===== config.mk =====
export PLATFORM = sky130hd
export DESIGN_NAME = score_display_scan
export DESIGN_NICKNAME = d
export VERILOG_FILES = /design/src/rtl/score_display_scan_pkg.sv /design/src/rtl/bin8_to_bcd_seq.sv /design/src/rtl/score_display_scan.sv
export SDC_FILE = /design/constraint.sdc
export NUM_CORES = 1
export LEC_CHECK = 0
export CORE_MARGIN = 4
export CORE_UTILIZATION = 36
export DETAILED_ROUTE_END_ITERATION = 8
export GPL_TIMING_DRIVEN = 0
export PLACE_DENSITY = 0.58
export RECOVER_POWER = 100
export SYNTH_ARGS = -nofsm -noshare
export SYNTH_HDL_FRONTEND = slang
export SYNTH_SLANG_ARGS = --single-unit

===== constraint.sdc =====
create_clock -name Clk -period 3.3 [get_ports Clk]
set_clock_uncertainty 0.05 [all_clocks]
set_input_delay 0.495 -clock Clk [delete_from_list [all_inputs] [get_ports Clk]]
set_output_delay 0.495 -clock Clk [all_outputs]
set_load 0.05 [all_outputs]

===== src/rtl/score_display_scan_pkg.sv =====
// ============================================================================
//  Module  : score_display_scan_pkg
//  Purpose : Shared types and 7-segment constants for the Pong score display.
//  Rev     : 1.0  initial release
// ============================================================================
`default_nettype none

package score_display_scan_pkg;

  // Segment patterns {g,f,e,d,c,b,a}, active low
  localparam logic [6:0] SEG_0     = 7'b1000000;
  localparam logic [6:0] SEG_1     = 7'b1111001;
  localparam logic [6:0] SEG_2     = 7'b0100100;
  localparam logic [6:0] SEG_3     = 7'b0110000;
  localparam logic [6:0] SEG_4     = 7'b0011001;
  localparam logic [6:0] SEG_5     = 7'b0010010;
  localparam logic [6:0] SEG_6     = 7'b0000010;
  localparam logic [6:0] SEG_7     = 7'b1111000;
  localparam logic [6:0] SEG_8     = 7'b0000000;
  localparam logic [6:0] SEG_9     = 7'b0010000;
  localparam logic [6:0] SEG_DASH  = 7'b0111111;
  localparam logic [6:0] SEG_BLANK = 7'b1111111;

  // Slot index equals the anode bit it drives
  localparam logic [1:0] SLOT_RO = 2'd0;
  localparam logic [1:0] SLOT_RT = 2'd1;
  localparam logic [1:0] SLOT_LO = 2'd2;
  localparam logic [1:0] SLOT_LT = 2'd3;

  typedef enum logic [1:0] {
    ST_IDLE   = 2'd0,
    ST_CONV_L = 2'd1,
    ST_CONV_R = 2'd2,
    ST_COMMIT = 2'd3
  } conv_state_t;

  function automatic logic [6:0] seg_of(input logic [3:0] d);
    logic [6:0] s;
    case (d)
      4'd0:    s = SEG_0;
      4'd1:    s = SEG_1;
      4'd2:    s = SEG_2;
      4'd3:    s = SEG_3;
      4'd4:    s = SEG_4;
      4'd5:    s = SEG_5;
      4'd6:    s = SEG_6;
      4'd7:    s = SEG_7;
      4'd8:    s = SEG_8;
      4'd9:    s = SEG_9;
      default: s = SEG_BLANK;
    endcase
    return s;
  endfunction

endpackage

`default_nettype wire


===== src/rtl/bin8_to_bcd_seq.sv =====
// ============================================================================
//  Module  : bin8_to_bcd_seq
//  Purpose : Sequential shift-add-3 converter, 8 shift cycles then 1 done cycle.
//  Rev     : 1.0  initial release
// ============================================================================
`default_nettype none

module bin8_to_bcd_seq (
  input  logic       Clk,
  input  logic       Rst,
  input  logic       start,
  input  logic [7:0] bin,
  output logic       busy,
  output logic       done,
  output logic [1:0] hundreds,
  output logic [3:0] tens,
  output logic [3:0] ones
);

  logic [7:0] r_bin;
  logic [9:0] r_bcd;
  logic [2:0] r_cnt;
  logic       r_busy;
  logic       r_done;
  logic [8:0] w_adj;

  // The hundreds digit never exceeds 2, so it never needs correction
  always_comb begin
    w_adj = r_bcd[8:0];
    if (r_bcd[3:0] >= 4'd5) w_adj[3:0] = r_bcd[3:0] + 4'd3;
    if (r_bcd[7:4] >= 4'd5) w_adj[7:4] = r_bcd[7:4] + 4'd3;
  end

  always_ff @(posedge Clk or posedge Rst) begin
    if (Rst) begin
      r_bin  <= '0;
      r_bcd  <= '0;
      r_cnt  <= '0;
      r_busy <= 1'b0;
      r_done <= 1'b0;
    end else begin
      r_done <= 1'b0;
      if (r_busy) begin
        r_bcd <= {w_adj, r_bin[7]};
        r_bin <= {r_bin[6:0], 1'b0};
        r_cnt <= r_cnt + 3'd1;
        if (r_cnt == 3'd7) begin
          r_busy <= 1'b0;
          r_done <= 1'b1;
        end
      end else if (start) begin
        r_bin  <= bin;
        r_bcd  <= '0;
        r_cnt  <= '0;
        r_busy <= 1'b1;
      end
    end
  end

  assign busy     = r_busy;
  assign done     = r_done;
  assign hundreds = r_bcd[9:8];
  assign tens     = r_bcd[7:4];
  assign ones     = r_bcd[3:0];

endmodule

`default_nettype wire


===== src/rtl/score_display_scan.sv =====
// ============================================================================
//  Module  : score_display_scan
//  Purpose : 4-digit multiplexed 7-segment score display with per-frame
//            BCD snapshot and winner blink.
//  Rev     : 1.0  initial release
// ============================================================================
`default_nettype none

module score_display_scan
  import score_display_scan_pkg::*;
#(
  parameter int REFRESH_DIV  = 100000,
  parameter int BLINK_FRAMES = 64
) (
  input  logic       Clk,
  input  logic       Rst,
  input  logic [7:0] L_Dig,
  input  logic [7:0] R_Dig,
  input  logic       winner,
  input  logic       mode,
  output logic [6:0] seg,
  output logic       dp,
  output logic [3:0] an,
  output logic       frame_tick
);

  localparam int CW = $clog2(REFRESH_DIV);
  localparam int BW = (BLINK_FRAMES > 1) ? $clog2(BLINK_FRAMES) : 1;
  localparam logic [CW-1:0] c_SLOT_LAST  = CW'(REFRESH_DIV - 1);
  localparam logic [BW-1:0] c_BLINK_LAST = BW'(BLINK_FRAMES - 1);

  logic [CW-1:0] r_slot_cnt;
  logic [1:0]    r_slot;
  logic          r_started;
  logic          r_frame_tick;
  logic [7:0]    r_snap_r;
  logic [9:0]    r_pend_l;
  logic [9:0]    r_disp_l;
  logic [9:0]    r_disp_r;
  logic [BW-1:0] r_blink_cnt;
  logic          r_phase;
  logic [3:0]    r_an;
  logic [6:0]    r_seg;
  logic          r_dp;
  conv_state_t   r_state;

  conv_state_t   w_state_nxt;
  logic          w_slot_tick;
  logic          w_wrap;
  logic          w_frame_start;
  logic          w_cv_start;
  logic [7:0]    w_cv_bin;
  logic          w_snap;
  logic          w_cap_l;
  logic          w_commit;
  logic          w_cv_busy;
  logic          w_cv_done;
  logic [1:0]    w_cv_h;
  logic [3:0]    w_cv_t;
  logic [3:0]    w_cv_o;
  logic [9:0]    w_side;
  logic [3:0]    w_an;
  logic [6:0]    w_seg;
  logic          w_dp;

  assign w_slot_tick   = (r_slot_cnt == c_SLOT_LAST);
  assign w_wrap        = w_slot_tick && (r_slot == SLOT_LT);
  assign w_frame_start = w_wrap || !r_started;

  bin8_to_bcd_seq u_bcd (
    .Clk      (Clk),
    .Rst      (Rst),
    .start    (w_cv_start),
    .bin      (w_cv_bin),
    .busy     (w_cv_busy),
    .done     (w_cv_done),
    .hundreds (w_cv_h),
    .tens     (w_cv_t),
    .ones     (w_cv_o)
  );

  always_ff @(posedge Clk or posedge Rst) begin
    if (Rst) r_state <= ST_IDLE;
    else     r_state <= w_state_nxt;
  end

  // L is converted straight from the input port on the frame-start cycle; R is held
  always_comb begin
    w_state_nxt = r_state;
    w_cv_start  = 1'b0;
    w_cv_bin    = L_Dig;
    w_snap      = 1'b0;
    w_cap_l     = 1'b0;
    w_commit    = 1'b0;
    case (r_state)
      ST_IDLE: begin
        if (w_frame_start && !w_cv_busy) begin
          w_cv_start  = 1'b1;
          w_snap      = 1'b1;
          w_state_nxt = ST_CONV_L;
        end
      end
      ST_CONV_L: begin
        if (w_cv_done) begin
          w_cap_l     = 1'b1;
          w_cv_start  = 1'b1;
          w_cv_bin    = r_snap_r;
          w_state_nxt = ST_CONV_R;
        end
      end
      ST_CONV_R: begin
        if (w_cv_done) begin
          w_commit    = 1'b1;
          w_state_nxt = ST_COMMIT;
        end
      end
      ST_COMMIT: w_state_nxt = ST_IDLE;
      default:   w_state_nxt = ST_IDLE;
    endcase
  end

  always_ff @(posedge Clk or posedge Rst) begin
    if (Rst) begin
      r_slot_cnt   <= '0;
      r_slot       <= 2'd0;
      r_started    <= 1'b0;
      r_frame_tick <= 1'b0;
      r_snap_r     <= '0;
      r_pend_l     <= '0;
      r_disp_l     <= '0;
      r_disp_r     <= '0;
      r_blink_cnt  <= '0;
      r_phase      <= 1'b1;
    end else begin
      r_started    <= 1'b1;
      r_frame_tick <= w_wrap;
      r_slot_cnt   <= w_slot_tick ? '0 : r_slot_cnt + 1'b1;
      if (w_slot_tick) r_slot <= r_slot + 2'd1;
      if (w_snap)      r_snap_r <= R_Dig;
      if (w_cap_l)     r_pend_l <= {w_cv_h, w_cv_t, w_cv_o};
      if (w_commit) begin
        r_disp_l <= r_pend_l;
        r_disp_r <= {w_cv_h, w_cv_t, w_cv_o};
      end
      if (!winner) begin
        r_blink_cnt <= '0;
        r_phase     <= 1'b1;
      end else if (w_wrap) begin
        if (r_blink_cnt == c_BLINK_LAST) begin
          r_blink_cnt <= '0;
          r_phase     <= !r_phase;
        end else begin
          r_blink_cnt <= r_blink_cnt + 1'b1;
        end
      end
    end
  end

  assign w_side = r_slot[1] ? r_disp_l : r_disp_r;

  always_comb begin
    w_an  = ~(4'b0001 << r_slot);
    w_seg = seg_of(r_slot[0] ? w_side[7:4] : w_side[3:0]);
    w_dp  = !((r_slot == SLOT_LO) && mode);
    if (w_side[9:8] != 2'd0) begin
      w_seg = SEG_DASH;
    end else if (r_slot[0] && (w_side[7:4] == 4'd0)) begin
      w_an  = 4'hF;
      w_seg = SEG_BLANK;
    end
    if (!r_phase) begin
      w_an  = 4'hF;
      w_seg = SEG_BLANK;
      w_dp  = 1'b1;
    end
  end

  always_ff @(posedge Clk or posedge Rst) begin
    if (Rst) begin
      r_an  <= 4'hF;
      r_seg <= SEG_BLANK;
      r_dp  <= 1'b1;
    end else begin
      r_an  <= w_an;
      r_seg <= w_seg;
      r_dp  <= w_dp;
    end
  end

  assign an         = r_an;
  assign seg        = r_seg;
  assign dp         = r_dp;
  assign frame_tick = r_frame_tick;

endmodule

`default_nettype wire

# Yosys cells after proc, flatten, opt, wreduce, memory -nomap -nowiden
# Memories as Yosys holds them, arrays and structs flattened.
# Cells that the tools add are included.
# totals
register_bits,103
n_memories,1
word_cells,99
rom_bits,112
in_bits,20
# memory_table
memory,depth,word_bits,rd,rd_ports_with_merged_regs,write_ports,line,source
(no name shown),16,7,1,0,0,score_display_scan_pkg.sv:39,case (d)
# op_classes
n_shift,1
reduce_logical,15
bitwise_logic,1
n_eq_ne,13
muxes,41
order_cmp,2
addsub,6
# ops
operator,count
two-way mux 8 bit,4
two-way mux 10 bit,3
two-way mux 4 bit,6
two-way mux 7 bit,3
two-way mux 6 bit,3
adder 17 x 1 -> 17 bit (second input constant),1
== test 17 bit (second input constant),1
two-way mux 17 bit,1
two-way mux 1 bit,14
adder 4 x 2 -> 4 bit (second input constant),2
== test 2 bit (second input constant),4
>= comparator 4 x 3 -> 1 bit (second input constant),2
!= test 2 x 1 -> 1 bit (second input constant),4
one-hot mux 2 bit (4 select lines),1
adder 6 x 1 -> 6 bit (second input constant),1
== test 6 bit (second input constant),1
two-way mux 2 bit,3
two-way mux 3 bit,2
logical AND 1 bit,4
zero test 1 bit,4
zero test 4 bit,1
NOT 4 bit,1
nonzero test 2 bit,2
left shift 1 x 2 -> 4 bit (first input constant),1
10 further kinds,10

# Logic depth before layout (Yosys ltp)
# Gate-level depths: netlist of the first run.
# depth
ltp_word,8
ltp_mapped,8
depth_no_buf,7

# Modules after synthesis
# From an unflattened synthesis of the first run, not the netlist that was laid out.
# unflattened
cells_unflattened,434
area_unflattened_um2,5016.1
# by_module_without_submodules
module,cells_each,seq_area_each_um2,instances,area_per_inst_um2
score_display_scan,310,2018.2,1,3783.6
bin8_to_bcd_seq,124,575.6,1,1232.4

# Worst setup path after synthesis of the first run
# OpenSTA, ideal clock, no wires.
# synth_timing
path_type,register to register
from,register r_slot_cnt[6]
to,register r_snap_r[0]
path_buffers,1
setup_time_ps,125
path_slack_ps,1025
stages_incl_launch_ff,7
synth_period_minus_slack_ps,2275
t_arrival_ps,2100
path_cell_list,dfrtp_1 or4b_1 nor4_2 buf_4 nand2_4 a21oi_4 mux2_2
# synth_between
elab_chain_cells,6
# synth_lines
item,line,source
start: declaration,score_display_scan.sv:32,logic [CW-1:0] r_slot_cnt;
start signal: assignment,score_display_scan.sv:137,r_slot_cnt <= w_slot_tick ? '0 : r_slot_cnt + 1'b1;
== test 17 bit,score_display_scan.sv:66,assign w_slot_tick = (r_slot_cnt == c_SLOT_LAST);
logical AND 1 bit,score_display_scan.sv:67,assign w_wrap = w_slot_tick && (r_slot == SLOT_LT);
logical OR 1 bit,score_display_scan.sv:68,assign w_frame_start = w_wrap || !r_started;
logical AND 1 bit,score_display_scan.sv:97,if (w_frame_start && !w_cv_busy) begin
two-way mux 1 bit,score_display_scan.sv:97,
two-way mux 1 bit,score_display_scan.sv:95,case (r_state)
end signal: assignment,score_display_scan.sv:139,if (w_snap) r_snap_r <= R_Dig;
end: declaration,score_display_scan.sv:36,logic [7:0] r_snap_r;
# Every way passes these cells.
# A chain may end at the register's enable or synchronous reset.

# Final worst setup path of the first run
# layout_timing
from,register r_slot_cnt[6]
to,register r_snap_r[4]
# The elaborated chain is that of the path after synthesis.

==> impl_results.md, run 1 <==
* Status: finished, violations left
* Failing checks: max-capacitance violations, max-slew violations
* Synth cell types at 50
* Slowest CP cell: nor4_1
* Cts repair resizes at 0
* Max Cap Viol at 1
* Post-synthesis mux area share at 0.0941
* WS Path Type: reg2reg
* Number of fill cells at 1246
* Place WS at 0.651 ns
* Leak Pwr at 0.00252 uW
* Synth Area in Simple Gates at 0.148
* Number of port buffers at 32
* Worst slew pin tran at 1.96 ns
* First-pass GRT wire length at 15800 um
* Clk Latency, worst-skew pair at 0.34 ns
* Total global routing overflow at 0
* Final hold viol count at 0
* Crit path capture type: flip-flop
* Gpl congestion at 0.787
* Finished Layout Cells at 654
* FMAX at 0.358 GHz
* Syn Inst Count at 433
* Cell Chain, Critical Path: or4b_1 > nor4_1 > buf_4 > nand2_4 > a21oi_4 > mux2_2
* Final setup violation count at 0
* WL final at 9060 um
* Most frequent cells in the layout: dfrtp_1 (90), nand2_1 (68), o21ai_0 (30), mux2_2 (26), ha_1 (20)
* Cell Area, Synth at 4790 um2
* Post-synth EDFFs at 0
* Cts hold-fix bufs at 0
* Crit-path max FO at 10
* Num CTS Buffers at 9
* Yosys warns at 0
* CTS tree: yes
* Critical Path Max Stage Delay at 0.59 ns
* Combinational power share at 0.319
* Switching share of total power at 0.334
* Num Clock Sinks at 103
* Setup ws final at 0.503 ns
* Pins Over Slew Limit at 44
* FP Rows at 41
* Register bit total from synthesis at 103
* Post-Synth XOR/XNOR Area at 0.0348
* Total number of vias at 3190
* Area Overhead vs Synth at 17.7%
* Cell internal pwr at 2840 uW
* Mapped Nets at 473
* Critical path data required time at 3.48 ns
* Vias in the first global route at 3229
* Worst vdd ir at 0.315 mV
* Initial antenna violation count at 0
* Fraction of layout cells with a size suffix above 1 at 0.133
* Placed cells at 638
* Post-synthesis compound-gate area fraction at 0.101
* Clock power share at 0.244
* Fin crit share at 0.848
* Largest family of logic cells by synthesized area: simple AND/OR/NAND/NOR gates
* Hold WS at 0.427 ns
* Finished Core Util at 0.439
* Via/cell ratio at 4.88
* Unrepaired setup endpoints after global routing: no
* CTS Root Buffer Type: clkbuf_16
* HP Class: reg2reg
* Synth Area in Adders at 0.0523
* Detailed Route Iter0 Violations at 145
* CTS clock-pin slew for the worst setup and hold paths at 0.07 ns
* FFs w/ async S/R, synth at 1.00
* Die height at 123 um
* Pin count of the biggest net entering global routing at 61
* DR WL/cell at 13.9 um
* Final Critical Period at 2.80 ns
* Post-CTS Setup Bufs at 0
* Synth Flop Type: dfrtp_1
* Net Sw Power at 1430 uW
* DP HPWL at 6470 um
* PD cells at 758 nW/um2
* ANT nets after route at 0
* CP arrival at 2.98 ns
* Seq. cell area at 2590 um2
* I/O pin count at 33
* Core Region at 12800 um2
* Reg power frac at 0.437
* Ant diodes at 0
* Sequential area share after synthesis at 0.542
* Multi-input logic area at 2060 um2
* GRT Total Usage at 0.133
* H-Tree Depth at 3
* Initial Util at 0.373
* Die extent in x at 123 um
* Drt drc at 0
* Nets@finish at 517
* Clk buf depth at 2
* Avg Inst Size Synth at 11.1 um2
* Critical path launch point type: flip-flop
* Most common cell after layout, fill and taps aside: dfrtp_1
* Total Die Area at 15200 um2
* Pre-antenna DRT Iters at 4
* Rel. slew slack at -0.313
## Yosys cell counts (2+ instances only)
| master | n | area, um2 |
|---|---|---|
| ha_1 | 20 | 250 |
| nand2b_1 | 7 | 43.8 |
| a221o_1 | 2 | 20.0 |
| dfrtp_1 | 90 | 2250 |
| a21oi_1 | 12 | 60.1 |
| mux2_2 | 26 | 293 |
| xnor2_1 | 11 | 96.3 |
| inv_1 | 14 | 52.6 |
| o21ai_0 | 30 | 150 |
| nor3_1 | 5 | 25.0 |
| and3_1 | 6 | 37.5 |
| nand4_1 | 5 | 31.3 |
| a22o_1 | 10 | 87.6 |
| nor2b_1 | 6 | 37.5 |
| nor3b_1 | 2 | 15.0 |
| a21boi_0 | 2 | 15.0 |
| xor2_1 | 8 | 70.1 |
| nor2_1 | 19 | 71.3 |
| or3_1 | 2 | 12.5 |
| nand2_1 | 68 | 255 |
| mux2i_1 | 9 | 90.1 |
| or4b_1 | 2 | 20.0 |
| buf_4 | 2 | 15.0 |
| dfstp_2 | 13 | 342 |
| o21a_1 | 2 | 15.0 |
| mux4_2 | 3 | 67.6 |
| a31oi_1 | 2 | 12.5 |
| and2_1 | 4 | 25.0 |
| nand3_1 | 16 | 80.1 |
| and4_1 | 2 | 17.5 |
| clkbuf_1 | 14 | 52.6 |
## power groups by stage
stage                     clock network (uW)  logic (uW)  registers, uW
after floorplan                            0         929           1980
after global placement                     0        1350           1880
after detailed placement                   0        1390           1900
after CTS                               1080        1400           1870
after global routing                    1130        1550           1920
final                                   1040        1360           1870
## through the flow
| stage | instance area [um2] | power [uW] | TNS [ns] |
|---|---|---|---|
| floorplan | 4790 | 2910 | 0 |
| global placement | 5320 | 3230 | -139.30 |
| detailed placement | 5350 | 3290 | 0 |
| CTS | 5640 | 4360 | 0 |
| global route | 5630 | 4610 | 0 |
| finish | 5630 | 4270 | 0 |
## state kept, by name, indices dropped and copies added, names as in the netlist, 2 cells and up
| name | count |
|---|---|
| r_slot_cnt | 17 |
| r_disp_l | 10 |
| r_disp_r | 10 |
| r_pend_l | 10 |
| u_bcd.r_bcd | 10 |
| r_snap_r | 8 |
| u_bcd.r_bin | 8 |
| seg | 7 |
| r_blink_cnt | 6 |
| an | 4 |
| u_bcd.r_cnt | 3 |
| r_slot | 2 |
| r_state | 2 |
## routing by layer
layer / up-vias / track usage / wire [um]
li1: 1587 / - / -
met1: 1556 / 0.176 / 4410
met2: 39 / 0.215 / 4210
met3: 8 / 0.0393 / 341
met4: 0 / 0.0311 / 97
met5: - / 0 / 0
## path summary, 6_finish.rpt
| kind | slack (ns) | startpoint | endpoint | cells past startpoint |
|---|---|---|---|---|
| setup reg to reg | 0.50 | r_slot_cnt[6] | r_snap_r[4] | 6 |
| setup / recovery | 0.50 | r_slot_cnt[6] | r_snap_r[4] | 6 |
| min in group asynchronous | 1.06 | Rst | r_slot[1] | 2 |
| hold reg to reg | 0.43 | r_disp_r[1] | r_disp_r[1] | 2 |
| hold / removal | 0.43 | r_disp_r[1] | r_disp_r[1] | 2 |
| max in group asynchronous | 1.15 | Rst | r_phase | 3 |
## critical path, delay by kind of cell, from the launching register on
kind,cells,cell delay (ns)
mux,1,0.38
compound gates,1,0.30
flops,1,0.42
simple gates,3,1.22
buf+inv,1,0.30
## final cells by class
type                    instances  area share
plain buffers                  18      0.0133
clock buffers                  11      0.0413
clock inverters                 5      0.0104
inverters                      14     0.00955
multi-input cells             298       0.365
flip-flops and latches        103       0.460
well taps                     172      0.0382
repair buffers                 33      0.0617
## kinds of logic (layout without fill, tap and decap cells)
kind of cell    after synthesis  in the layout
other cells                   1              1
buf+inv                      32             81
mux                          38             38
simple gates                148            148
xor+xnor                     19             19
flops                       103            103
compound gates               72             72
fa+ha+maj                    20             20
(Power assumes the default switching activity.)
==> run 2, diff against run 1 <==
==> constraint.sdc (replaced) <==
create_clock -name Clk -period 2.5 [get_ports Clk]
set_clock_uncertainty 0.05 [all_clocks]
set_input_delay 0.375 -clock Clk [delete_from_list [all_inputs] [get_ports Clk]]
set_output_delay 0.375 -clock Clk [all_outputs]
set_load 0.05 [all_outputs]
==> impl_results.md, run 2 (synthesized netlist as in run 1, its figures left out) <==
* Area Overhead vs Synth at 20.3%
* Num Clock Sinks at 103 (unchanged)
* Setup ws final at 0.0959 ns (-0.407 ns)
* Detailed Route Iter0 Violations at 152 (+4.8%)
* FP Rows at 41 (unchanged)
* Unrepaired setup endpoints after global routing: no
* Fraction of layout cells with a size suffix above 1 at 0.150 (+0.0171)
* Critical path launch point type: flip-flop
* I/O pin count at 33 (unchanged)
* Num CTS Buffers at 9 (unchanged)
* Clk buf depth at 2 (unchanged)
* Pin count of the biggest net entering global routing at 37 (-39%)
* Tot Pwr at 5810 uW (+36%)
* Drt drc at 0 (unchanged)
* Leak Pwr at 0.00260 uW (+3.0%)
* Number of port buffers at 32 (unchanged)
* WS Path Type: reg2reg
* Largest register by flop count: r_slot_cnt
* First-pass GRT wire length at 15800 um (-0.39%)
* DP HPWL at 6590 um (+1.8%)
* Status: completed
* GRT Total Usage at 0.134 (+0.000885)
* ANT nets after route at 0 (unchanged)
* HP Class: reg2reg
* Pins Over Slew Limit at 0 (-100%)
* Die extent in x at 123 um (unchanged)
* Crit path capture type: flip-flop
* Nets@finish at 522 (+0.97%)
* Number of fill cells at 1235 (-0.88%)
* Most common cell after layout, fill and taps aside: dfrtp_1
* Most frequent cells in the layout: dfrtp_1 (90), nand2_1 (68), o21ai_0 (30), mux2_2 (26), ha_1 (20)
* Initial Util at 0.373 (unchanged)
* Final Critical Period at 2.40 ns (-0.393 ns)
* DR WL/cell at 14.0 um (+1.1%)
* DP Area at 5390 um2 (+0.77%)
* Final setup violation count at 0 (unchanged)
* Place WS at -0.120 ns (-0.771 ns)
* Max Cap Viol at 0 (-1)
* Total Die Area at 15200 um2 (unchanged)
* CP arrival at 2.59 ns (-0.39 ns)
* Seq. cell area at 2590 um2 (unchanged)
* PD cells at 1010 nW/um2 (+33%)
* Ant diodes at 0 (unchanged)
* Fin crit share at 0.962 (+0.114)
* Worst vdd ir at 0.415 mV (+32%)
* CTS clock-pin slew for the worst setup and hold paths at 0.07 ns (about the same)
* Total global routing overflow at 0 (unchanged)
* Total number of vias at 3203 (+0.41%)
* H-Tree Depth at 3 (unchanged)
* Gpl congestion at 0.776 (-1.3%)
* WL final at 9230 um (+1.8%)
* Core Region at 12800 um2 (unchanged)
* Worst slew pin tran at 1.08 ns (-0.873 ns)
* Initial antenna violation count at 0 (unchanged)
* Rel. slew slack at 0.273 (+0.585)
* Finished Core Util at 0.449 (+0.00956)
* CTS Root Buffer Type: clkbuf_16
* Clk Latency, worst-skew pair at 0.35 ns (about the same)
* FMAX at 0.416 GHz (+16%)
* Cts hold-fix bufs at 0 (unchanged)
* Vias in the first global route at 3219 (-0.31%)
* CTS tree: yes
* Final hold viol count at 0 (unchanged)
* Pre-antenna DRT Iters at 4 (unchanged)
* Fin area at 5760 um2 (+2.2%)
* Max reg flops at 17 (unchanged)
* Crit-path max FO at 10 (unchanged)
* Critical path data required time at 2.69 ns (-0.79 ns)
* Multi-input logic area at 2070 um2 (+0.85%)
* Via/cell ratio at 4.86 (-0.35%)
* Die height at 123 um (unchanged)
run 2: path summary, 6_finish.rpt:
path                                start        endpoint  cells past startpoint  slack, ns
max reg2reg                r_slot_cnt[13]  u_bcd.r_bin[1]                      5        0.1
min in group asynchronous             Rst     r_snap_r[1]                      2       0.63
min reg2reg                   r_pend_l[3]     r_pend_l[3]                      2       0.42
max in group asynchronous             Rst           an[2]                      5       0.37
min                           r_pend_l[3]     r_pend_l[3]                      2       0.42
max                        r_slot_cnt[13]  u_bcd.r_bin[1]                      5        0.1
run 2: layout make-up:
type / count / share of cell area
flip-flops and latches: 103 / 0.451
multi-input cells: 298 / 0.360
repair buffers: 38 / 0.0706
clock buffers: 11 / 0.0439
well taps: 172 / 0.0374
clock inverters: 5 / 0.0139
plain buffers: 18 / 0.0139
inverters: 14 / 0.00935
run 2: critical path, stage by stage (launching register included):
cell,delay [ns]
dfrtp_1,0.43
or4b_4,0.54
nor4_4,0.36
a311oi_1,0.21
clkbuf_1,0.30
a221o_1,0.41
run 2: through the flow:
step                      hold WS [ns]  instances  TNS [ns]
after floorplan                  0.364        433         0
after global placement           0.408        637    -19.07
after detailed placement         0.413        640    -0.953
after CTS                        0.371        657         0
after global routing             0.446        659         0
final                            0.424        659         0
run 2: repair_timing:
item	in CTS	in global routing
resized for setup	2	4
setup endpoints to repair	9	16
buffers inserted	1	2
pin swaps	1	1
run 2: metal layers:
| layer | vias to the layer above | GRT usage | wire, um |
|---|---|---|---|
| met5 | - | 0 | 0 |
| met4 | 0 | 0.0491 | 156 |
| met3 | 17 | 0.0371 | 343 |
| met2 | 40 | 0.214 | 4270 |
| met1 | 1551 | 0.174 | 4450 |
| li1 | 1595 | - | - |
run 2: report_power, final:
group | internal, uW | total [uW] | switching [uW]
clock | 929 | 1530 | 600
sequential | 2170 | 2460 | 286
combinational | 810 | 1820 | 1010
==> run 3, diff against run 2 <==
==> constraint.sdc (replaced) <==
create_clock -name Clk -period 2.2 [get_ports Clk]
set_clock_uncertainty 0.05 [all_clocks]
set_input_delay 0.33 -clock Clk [delete_from_list [all_inputs] [get_ports Clk]]
set_output_delay 0.33 -clock Clk [all_outputs]
set_load 0.05 [all_outputs]
==> impl_results.md, run 3 (synthesized netlist as in run 1, its figures left out) <==
* DP Area at 5370 um2 (-0.51%)
* Most frequent cells in the layout: dfrtp_1 (90), nand2_1 (67), clkdlybuf4s50_1 (31), o21ai_0 (26)
* Buffer and inverter count on the worst path at 2 (+1)
* Status: finished, violations left
* Critical path origin: r_slot_cnt[8]
* Pin count of the biggest net entering global routing at 40 (+8.1%)
* First-pass GRT wire length at 16200 um (+3.0%)
* Final Critical Period at 2.28 ns (-0.119 ns)
* Final setup violation count at 23 (+23)
* Total global routing overflow at 0 (unchanged)
* Rel. slew slack at 0.0883 (-0.184)
* Largest register by flop count: r_slot_cnt
* Total number of vias at 3276 (+2.3%)
* Slowest CP cell: or4b_4
* Clk buf depth at 2 (unchanged)
* Ant diodes at 0 (unchanged)
* Die height at 123 um (unchanged)
* WS Path Type: reg2reg
* Unrepaired setup endpoints after global routing: yes
* Max reg flops at 17 (unchanged)
* Fraction of layout cells with a size suffix above 1 at 0.208 (+0.0581)
* FMAX at 0.438 GHz (+5.2%)
* Cell Chain, Critical Path: or4b_4 > nor4_4 > buf_6 > nand2_8 > a21oi_4 > buf_12 > mux2_4
* Vias in the first global route at 3299 (+2.5%)
* Num Clock Sinks at 103 (unchanged)
* CTS clock-pin slew for the worst setup and hold paths at 0.07 ns (about the same)
* PD cells at 1140 nW/um2 (+13%)
* Crit-path max FO at 8 (-2)
* Setup ws final at -0.0849 ns (-0.181 ns)
* Worst vdd ir at 0.494 mV (+19%)
* CTS Root Buffer Type: clkbuf_16
* H-Tree Depth at 3 (unchanged)
* Pins Over Slew Limit at 0 (unchanged)
* ANT nets after route at 0 (unchanged)
* Fin area at 6000 um2 (+4.2%)
* Worst slew pin tran at 1.36 ns (+0.275 ns)
* Critical path launch point type: flip-flop
* Detailed Route Iter0 Violations at 128 (-16%)
* Nets@finish at 535 (+2.5%)
* GRT Total Usage at 0.136 (+0.00195)
* DR WL/cell at 14.1 um (+0.94%)
* Crit path capture type: flip-flop
* Fin crit share at 1.04 (+0.0769)
* Initial Util at 0.373 (unchanged)
* Critical Path Max Stage Delay at 0.55 ns (about the same)
* Clk Latency, worst-skew pair at 0.35 ns (about the same)
* Max Cap Viol at 0 (unchanged)
* I/O pin count at 33 (unchanged)
* Worst R2R Start: r_slot_cnt[8]
* Largest delay share family, worst path: simple AND/OR/NAND/NOR gates
* CP arrival at 2.47 ns (-0.12 ns)
* DP HPWL at 6620 um (+0.50%)
* Core Region at 12800 um2 (unchanged)
* Hold wc startpoint: r_pend_l[3]
* Gpl congestion at 0.783 (+0.82%)
* Critical path data required time at 2.38 ns (-0.31 ns)
* Die extent in x at 123 um (unchanged)
* Most common cell after layout, fill and taps aside: dfrtp_1
* HP Class: reg2reg
* Initial antenna violation count at 0 (unchanged)
* Via/cell ratio at 4.88 (+0.30%)
* Drt drc at 0 (unchanged)
* Area Overhead vs Synth at 25.3%
* Total Die Area at 15200 um2 (unchanged)
* Number of port buffers at 32 (unchanged)
* Num CTS Buffers at 9 (unchanged)
* Leak Pwr at 0.00271 uW (+4.2%)
* CTS tree: yes
* WL final at 9500 um (+2.9%)
* FP Rows at 41 (unchanged)
* Failing checks: negative setup slack
* Sum Neg Setup Slack at -1.14 ns (-1.14 ns)
* Final hold viol count at 0 (unchanged)
* Pre-antenna DRT Iters at 4 (unchanged)
[run 3: changes by cell type in the layout (fill, tap and decap cells not counted), moves of 5 or more]
cell and delta:
buf_4 +12, clkdlybuf4s50_1 +13, dlygate4sd3_1 -13, mux2_2 -10, clkbuf_1 -5, mux2_4 +10
[run 3: path summary, 6_finish.rpt]
check	end	slack [ns]	depth (start not counted)
worst min register to register	r_pend_l[3]	0.42	2
max in group asynchronous	seg[0]	0.29	4
worst max-delay path	r_snap_r[5]	-0.08	7
worst max register to register	r_snap_r[5]	-0.08	7
min in group asynchronous	r_snap_r[1]	0.68	2
worst min-delay path	r_pend_l[3]	0.42	2
[run 3: cell type report]
type                    count  area [um2]
flip-flops and latches    103        2590
clock inverters             7        81.3
plain buffers              18         109
fillers                  1196        6830
repair buffers             51         507
well taps                 172         215
inverters                  14        53.8
multi-input cells         298        2210
clock buffers               9         225
[run 3: worst min-delay path: stages (launching register included)]
cell and delay (ns):
dfrtp_1 0.34, nand2_1 0.05, nand2_1 0.05
[run 3: layer usage]
| metal | GRT usage | wire length [um] |
|---|---|---|
| met1 | 0.184 | 4580 |
| met2 | 0.217 | 4490 |
| met3 | 0.0366 | 324 |
| met4 | 0.0332 | 98 |
| met5 | 0 | 0 |
[run 3: what timing repair did]
item,in CTS,in global routing
cloned,1,1
endpoints found under the setup margin,39,60
resized for setup,30,26
setup buffers,11,5
pin swaps,13,11
hold buffers,0,0
[run 3: stage by stage]
step | util | hold slack, ns | worst slack (ns) | total power, uW | cells
floorplan | - | 0.319 | -0.0271 | 4360 | 433
detailed placement | 0.418 | 0.413 | -0.396 | 4940 | 639
finish | 0.468 | 0.423 | -0.0849 | 6830 | 672
CTS | 0.460 | 0.385 | -0.0926 | 6760 | 667
global placement | 0.415 | 0.407 | -0.443 | 4850 | 637
global route | 0.468 | 0.453 | -0.152 | 7280 | 672
[run 3: power by group]
group | total (uW) | internal [uW] | leakage, uW | switching (uW)
registers | 2820 | 2470 | 0.00132 | 348
logic | 2390 | 1140 | 0.00124 | 1250
clock network | 1620 | 894 | 0.000146 | 724
total | 6830 | 4510 | 0.00271 | 2320
